`config.mk`:
```
export PLATFORM = sky130hd
export DESIGN_NAME = uart_rx_core
export DESIGN_NICKNAME = d
export VERILOG_FILES = /design/src/rtl/uart_rx_core_pkg.sv /design/src/rtl/uart_baud_tick.sv /design/src/rtl/uart_rx_core.sv
export SDC_FILE = /design/constraint.sdc
export NUM_CORES = 1
export LEC_CHECK = 0
export ABC_AREA = 0
export CAP_MARGIN = 20
export CORE_MARGIN = 1
export CORE_UTILIZATION = 45
export DETAILED_ROUTE_END_ITERATION = 7
export HOLD_SLACK_MARGIN = 0.08
export PLACE_DENSITY = 0.74
export RECOVER_POWER = 25
export SYNTH_ARGS = -nofsm -noshare
export SYNTH_HDL_FRONTEND = slang
export SYNTH_HIERARCHICAL = 1
export SYNTH_SLANG_ARGS = --single-unit
```
`constraint.sdc`:
```
create_clock -name clk -period 5.1 [get_ports clk]
set_input_delay 1.02 -clock clk [delete_from_list [all_inputs] [get_ports clk]]
set_output_delay 1.02 -clock clk [all_outputs]
set_load 0.01 [all_outputs]
```
`src/rtl/uart_rx_core_pkg.sv`:
```
// uart_rx_core_pkg: receiver FSM states and oversampling rate shared by the UART receive path
package uart_rx_core_pkg;
   typedef enum logic [1:0] {IDLE, START, DATA, STOP} state_t;
   localparam int OVERSAMPLE = 16;
endpackage

```
`src/rtl/uart_baud_tick.sv`:
```
// uart_baud_tick: free-running divider producing a one-cycle oversampling tick every final_value+1 clocks
module uart_baud_tick #(
   parameter int BAUD_W = 9
) (
   input  logic              clk,
   input  logic              reset,
   input  logic [BAUD_W-1:0] final_value,
   output logic              tick
);
   logic [BAUD_W-1:0] cnt;
   assign tick = cnt == final_value;
   // a count left above a lowered final_value simply wraps through its maximum
   always_ff @(posedge clk)
      if (reset) cnt <= '0;
      else cnt <= tick ? '0 : cnt + 1'b1;
endmodule

```
`src/rtl/uart_rx_core.sv`:
```
// uart_rx_core: 16x-oversampling UART receiver with its own baud-tick generator
module uart_rx_core
   import uart_rx_core_pkg::*;
#(
   parameter int DBIT    = 8,
   parameter int SB_TICK = 16,
   parameter int BAUD_W  = 9
) (
   input  logic              clk,
   input  logic              reset,
   input  logic [BAUD_W-1:0] final_value,
   input  logic              rx,
   output logic              s_tick,
   output logic              rx_done_tick,
   output logic [DBIT-1:0]   rx_out,
   output logic              frame_err
);
   localparam int NW = DBIT > 1 ? $clog2(DBIT) : 1;
   // wide enough for stop-bit lengths beyond one bit time
   localparam int SW = SB_TICK > OVERSAMPLE ? $clog2(SB_TICK) : $clog2(OVERSAMPLE);
   state_t          state;
   logic [SW-1:0]   s;
   logic [NW-1:0]   n;
   logic [DBIT-1:0] b;
   logic [1:0]      sync;
   logic            rx_s;
   uart_baud_tick #(.BAUD_W(BAUD_W)) u_baud (
      .clk(clk),
      .reset(reset),
      .final_value(final_value),
      .tick(s_tick)
   );
   assign rx_s = sync[1];
   always_ff @(posedge clk)
      if (reset) sync <= 2'b11;
      else sync <= {sync[0], rx};
   always_ff @(posedge clk)
      if (reset) begin
         state        <= IDLE;
         s            <= '0;
         n            <= '0;
         b            <= '0;
         rx_out       <= '0;
         frame_err    <= 1'b0;
         rx_done_tick <= 1'b0;
      end else begin
         rx_done_tick <= 1'b0;
         case (state)
            IDLE:
               if (!rx_s) begin
                  state <= START;
                  s     <= '0;
               end
            START:
               if (s_tick) begin
                  if (s == SW'(OVERSAMPLE/2-1)) begin
                     state <= rx_s ? IDLE : DATA;
                     s     <= '0;
                     n     <= '0;
                  end else s <= s + 1'b1;
               end
            DATA:
               if (s_tick) begin
                  if (s == SW'(OVERSAMPLE-1)) begin
                     s <= '0;
                     b <= {rx_s, b[DBIT-1:1]};
                     if (n == NW'(DBIT-1)) state <= STOP;
                     else n <= n + 1'b1;
                  end else s <= s + 1'b1;
               end
            STOP:
               if (s_tick) begin
                  if (s == SW'(SB_TICK-1)) begin
                     state        <= IDLE;
                     rx_out       <= b;
                     frame_err    <= ~rx_s;
                     rx_done_tick <= 1'b1;
                  end else s <= s + 1'b1;
               end
         endcase
      end
endmodule

```
[Word level (Yosys, flattened, before mapping)]
Index checks and enable logic that the tools add are counted.
Cells by class
  add/sub/neg operators: 3
  equal/unequal tests: 17
  bitwise operators: 3
  reductions and logical operators: 9
  mux-type cells: 25
Operators by type and width (count)
  4-bit 2-to-1 mux: 7
  2-bit 2-to-1 mux: 9
  4-bit one-hot mux with 4 select lines: 1
  3-bit 2-to-1 mux: 5
  2-bit inequality test, second input constant: 7
  9-bit by 1-bit adder with 9-bit output, second input constant: 1
  9-bit equality test: 1
  2-bit one-hot mux with 4 select lines: 1
  8-bit AND reduction: 1
  2-bit by 1-bit inequality test with 1-bit output, second input constant: 3
  3-bit one-hot mux with 2 select lines: 1
  3-bit AND reduction: 2
  6-bit AND reduction: 1
  5-bit AND reduction: 1
  4-bit by 1-bit adder with 4-bit output, second input constant: 1
  2-bit equality test, second input constant: 2
  4-bit by 3-bit equality test with 1-bit output, second input constant: 1
  4-bit equality test, second input constant: 1
  3-bit by 1-bit adder with 3-bit output, second input constant: 1
  3-bit equality test, second input constant: 1
  1-bit inverter: 3
  3-bit OR reduction: 1
  2-bit by 1-bit equality test with 1-bit output, second input constant: 1
  2-bit zero test: 1
  3 further kinds: 3
Storage, ports and cells
  register bits after elaboration: 38
  output and inout bits: 11

[Logic depth before layout (Yosys ltp)]
  depth after elaboration: 5
  depth in mapped cells: 7
  depth with buffers taken out: 7

[Cells and area by module]
The synthesis kept the hierarchy.
By module, submodules not included
  uart_rx_core: times used 1, seq. area each 580.6 um2, area each 1265.0 um2, cells an instance 131
  uart_baud_tick: times used 1, seq. area each 180.2 um2, area each 469.2 um2, cells an instance 50

[Worst setup path after synthesis]
OpenSTA, ideal clock, no wires.
  path type: input-to-reg
  start point: input final_value[6]
  end point: register n[1]
  required time: 5.030 ns
  stages: 7
  library setup time: 0.070 ns
  slack: 2.241 ns
  arrival: 2.788 ns
  cell sequence: xnor2_1 -> nand3_1 -> nor4_4 -> and3_4 -> o21ai_2 -> or4b_1 -> a21oi_1
Between the ends
  word-level cells in the longest chain between the ends: 3
RTL lines
  start, declared: line uart_rx_core.sv:11  | input logic [BAUD_W-1:0] final_value,
  9-bit equality test (*): line uart_baud_tick.sv:11  | assign tick = cnt == final_value;
  named net s_tick: line uart_rx_core.sv:13  | output logic s_tick,
  2-bit by 1-bit inequality test with 1-bit output (no source line)
  6-bit AND reduction (no source line) (*)
  end signal, assigned: line uart_rx_core.sv:68  | else n <= n + 1'b1;
  end, declared: line uart_rx_core.sv:23  | logic [NW-1:0] n;
Mark *: on every way through the listed nets, which the timed path passes. The rest lies on a longest branch.
A chain may end at the register's enable or synchronous reset.

[Worst setup path after layout]
  start point: input final_value[6]
  end point: output s_tick
Between the ends
  word-level cells in the longest chain between the ends: 1
RTL lines (line)
  9-bit equality test: uart_baud_tick.sv:11
  end, declared: uart_rx_core.sv:13
Every way passes these cells.

==> results.py <==
metrics = {
    "yosys": {
        "synthCells": 181,
        "ys_ff_latch": 38,
        "ys_top_cells_by_count": "dfxtp_1 (38), nor2_1 (21), mux2i_1 (17)",
        "yosysWarnings": 6,
        "synth_edf_count": 0,
        "synthTopCellsByArea": "dfxtp_1 (44%), mux2i_1 (9.8%), xnor2_1 (6.1%), nor2_1 (4.5%), ha_1 (2.9%)",
        "syn_avg_cell_area_sq_um": 9.58,
        "ys_seq_area_share_pct": 43.9,
        "synth_ff_type": "dfxtp_1",
        "async_flop_share_pct": 0,
        "synth.most_common_cell": "dfxtp_1",
        "synth_top_area_share_pct": 43.9,
        "syn_area_sq_mm": 0.00173,
        "ys_types": 43,
        "synthesis.nets": 197,
        "synth_top_cell_by_area": "dfxtp_1",
    },
    "floorplan": {
        "core_sq_mm": 0.00369,
        "die_h_um": 64.1,
        "rows": 22,
        "die_area_sq_mm": 0.00411,
        "ios": 23,
        "die_w_um": 64.1,
        "start_util_pct": 47.0,
    },
    "timing": {
        "final.period_utilization_pct": 74.3,
        "finalMaxSlewViolations": 39,
        "clock.fmax_ghz": 0.264,
        "finClkSkew_ns": 0.00865,
        "grt_setup_unrepaired": "false",
        "finalHoldViolations": 0,
        "tns_ns": 0,
        "period_minus_slack_ns": 3.79,
        "slew_headroom_pct": -7.74,
        "worstMarginPinSlew_ns": 1.62,
        "setup_viol": 0,
    },
    "placed_design": {
        "postPlaceCellArea_sq_mm": 0.00197,
        "routabilityCongestion": 0.798,
        "dp_hpwl_um": 2250,
        "numPortBuffers": 22,
    },
    "pwr": {
        "p_int_mw": 0.424,
        "power_frac_comb_pct": 5.2,
        "power_frac_clock_pct": 38.8,
        "power.share.sequential_pct": 56.0,
        "swShare_pct": 22.1,
        "power.net_switching_mw": 0.121,
        "ir_drop_mv": 0.132,
        "p_leak_nw": 0.809,
        "p_per_area_mw_per_mm2": 265,
    },
    "layout": {
        "area_delta_synth_final_pct": 18.6,
        "diodes": 0,
        "drive_above_1_share_pct": 6.97,
        "design_area_sq_mm": 0.00206,
        "final_nets": 216,
    },
    "setup_path": {
        "startpoint": "final_value[6]",
        "cp-start-kind": "primary input",
        "worstReg2RegEnd": "n[2]",
        "critPathMaxFanout": 15,
        "endpoint_kind": "output pin",
        "r2r_cells": 8,
        "worstPathArrival_ns": 2.77,
        "setup.worst_path.class": "primary input to output pin",
        "r2r-start": "u_baud/cnt[4]",
        "required_ns": 4.08,
        "crit_end": "s_tick",
        "ff2ff_setup_slack_ns": 2.91,
    },
    "route": {
        "ant_nets": 0,
        "wl_per_cell_um": 12.8,
        "routed_via_density": 5.28,
        "drtIter0Drc": 51,
        "routed-wl-met3_um": 100,
        "routed_wl_um": 3180,
        "wl_met1_um": 1450,
        "vias": 1314,
        "wl_met2_um": 1580,
        "routed.top_layer": "met4",
        "dr.pass1.iters": 4,
        "drc_errors": 0,
    },
    "outcome": {
        "status": "complete, but fails checks",
        "violations": "capacitance limit, slew limit",
    },
    "clock_tree": {
        "cts.sinks": 38,
        "root_buffer": "clkbuf_8",
        "insertion_delay_ns": 0.29,
        "cts_setup_buffers": 0,
        "cts.clk_slew.worst_paths_ns": 0.07,
        "cts_hold_buf": 0,
        "clockBufferDepth": 2,
        "cts_buffers": 5,
        "cts_resized": 0,
        "cts_max_level": 2,
        "cts_tree": "done",
    },
    "grt": {
        "antenna_found_initial": 0,
        "grt_pass1_vias": 1276,
        "grt_pass1_wl_um": 5390,
        "grt_max_degree": 39,
        "grt_overflow": 0,
        "track_usage_pct": 17.4,
    },
    "run": {
        "cap_viol_max_count": 1,
    },
    "hold_path": {
        "hold_class": "register to register",
    },
}
==> logic make-up (layout without fill, tap and decap cells) <==
| kind of cell | after synthesis | after routing | share of synthesized area (%) |
|---|---|---|---|
| simple gates | 65 | 65 | 21.3 |
| fa+ha+maj | 4 | 4 | 2.89 |
| flops | 38 | 38 | 43.9 |
| xor+xnor | 17 | 17 | 8.59 |
| mux | 18 | 18 | 10.5 |
| buf+inv | 16 | 36 | 4.54 |
| compound gates | 23 | 23 | 8.37 |
==> worst min-delay path by stage <==
stage | from | to | cells past startpoint
final | sync[0] | sync[1] | 1
after global routing | sync[0] | sync[1] | 1
after CTS | sync[0] | sync[1] | 1
after detailed placement | sync[0] | sync[1] | 1
after global placement | sync[0] | sync[1] | 1
after floorplan | sync[0] | sync[1] | 1
==> area by class of cell <==
| cell class | count | area, sq um |
|---|---|---|
| fill | 330 | 1630 |
| multi-input combinational | 127 | 895 |
| sequential | 38 | 761 |
| timing repair buffer | 24 | 231 |
| clock buffer | 6 | 82.6 |
| tap | 48 | 60.1 |
| inverter | 4 | 15.0 |
| clock inverter | 2 | 12.5 |
==> registers in the layout (all words and copies together) (netlist names), named ones only <==
name          cells
s                 4
u_baud/cnt        9
state             1
frame_err         1
rx_done_tick      1
sync              2
b                 8
rx_out            8
n                 3
==> worst max-delay path, stage by stage <==
cell and delay [ns]:
clkdlybuf4s50_1 0.48, xnor2_1 0.12, nand3_1 0.13, nor4_4 0.22, buf_4 0.23, clkdlybuf4s50_1 0.55
==> power groups by stage <==
stage	Sequential (mW)	Combinational, mW	Clock, mW
after floorplan	0.309	0.0202	0
after global placement	0.312	0.0278	0
after detailed placement	0.312	0.0290	0
after CTS	0.305	0.0291	0.215
after global routing	0.306	0.0311	0.233
final	0.305	0.0284	0.211
==> per-layer routing <==
metal  global-route usage (%)  vias to the layer above
met3                     6.07                        6
li1                         -                      667
met1                     18.0                      617
met4                     9.38                        0
met5                        0                        -
met2                     30.5                       24
==> metrics by stage <==
stage          worst slack [ns]  instances  util [%]  hold WS [ns]  total power [mW]
6_report                   1.31        249      55.8         0.417             0.545
3_5_place_dp               1.30        241      53.3         0.396             0.341
5_1_grt                    1.16        249      55.8         0.435             0.570
4_1_cts                    1.29        249      55.9         0.413             0.550
3_3_place_gp               1.36        241      53.3         0.386             0.339
2_1_floorplan              2.24        181         -         0.383             0.329
==> layout by cell type, fill, tap and decap left out, drive strengths merged, types with 5 or more instances in the layout <==
cell           synthesis  layout
a21oi                  9       9
clkbuf                 6       7
clkdlybuf4s50          0      12
dfxtp                 38      38
dlygate4sd3            0      10
mux2i                 17      17
nand2                  8       8
nand3                  8       8
nor2                  21      21
nor3                   8       8
o21ai                  5       5
xnor2                 12      12
xor2                   5       5
(Power assumes the default switching activity.)
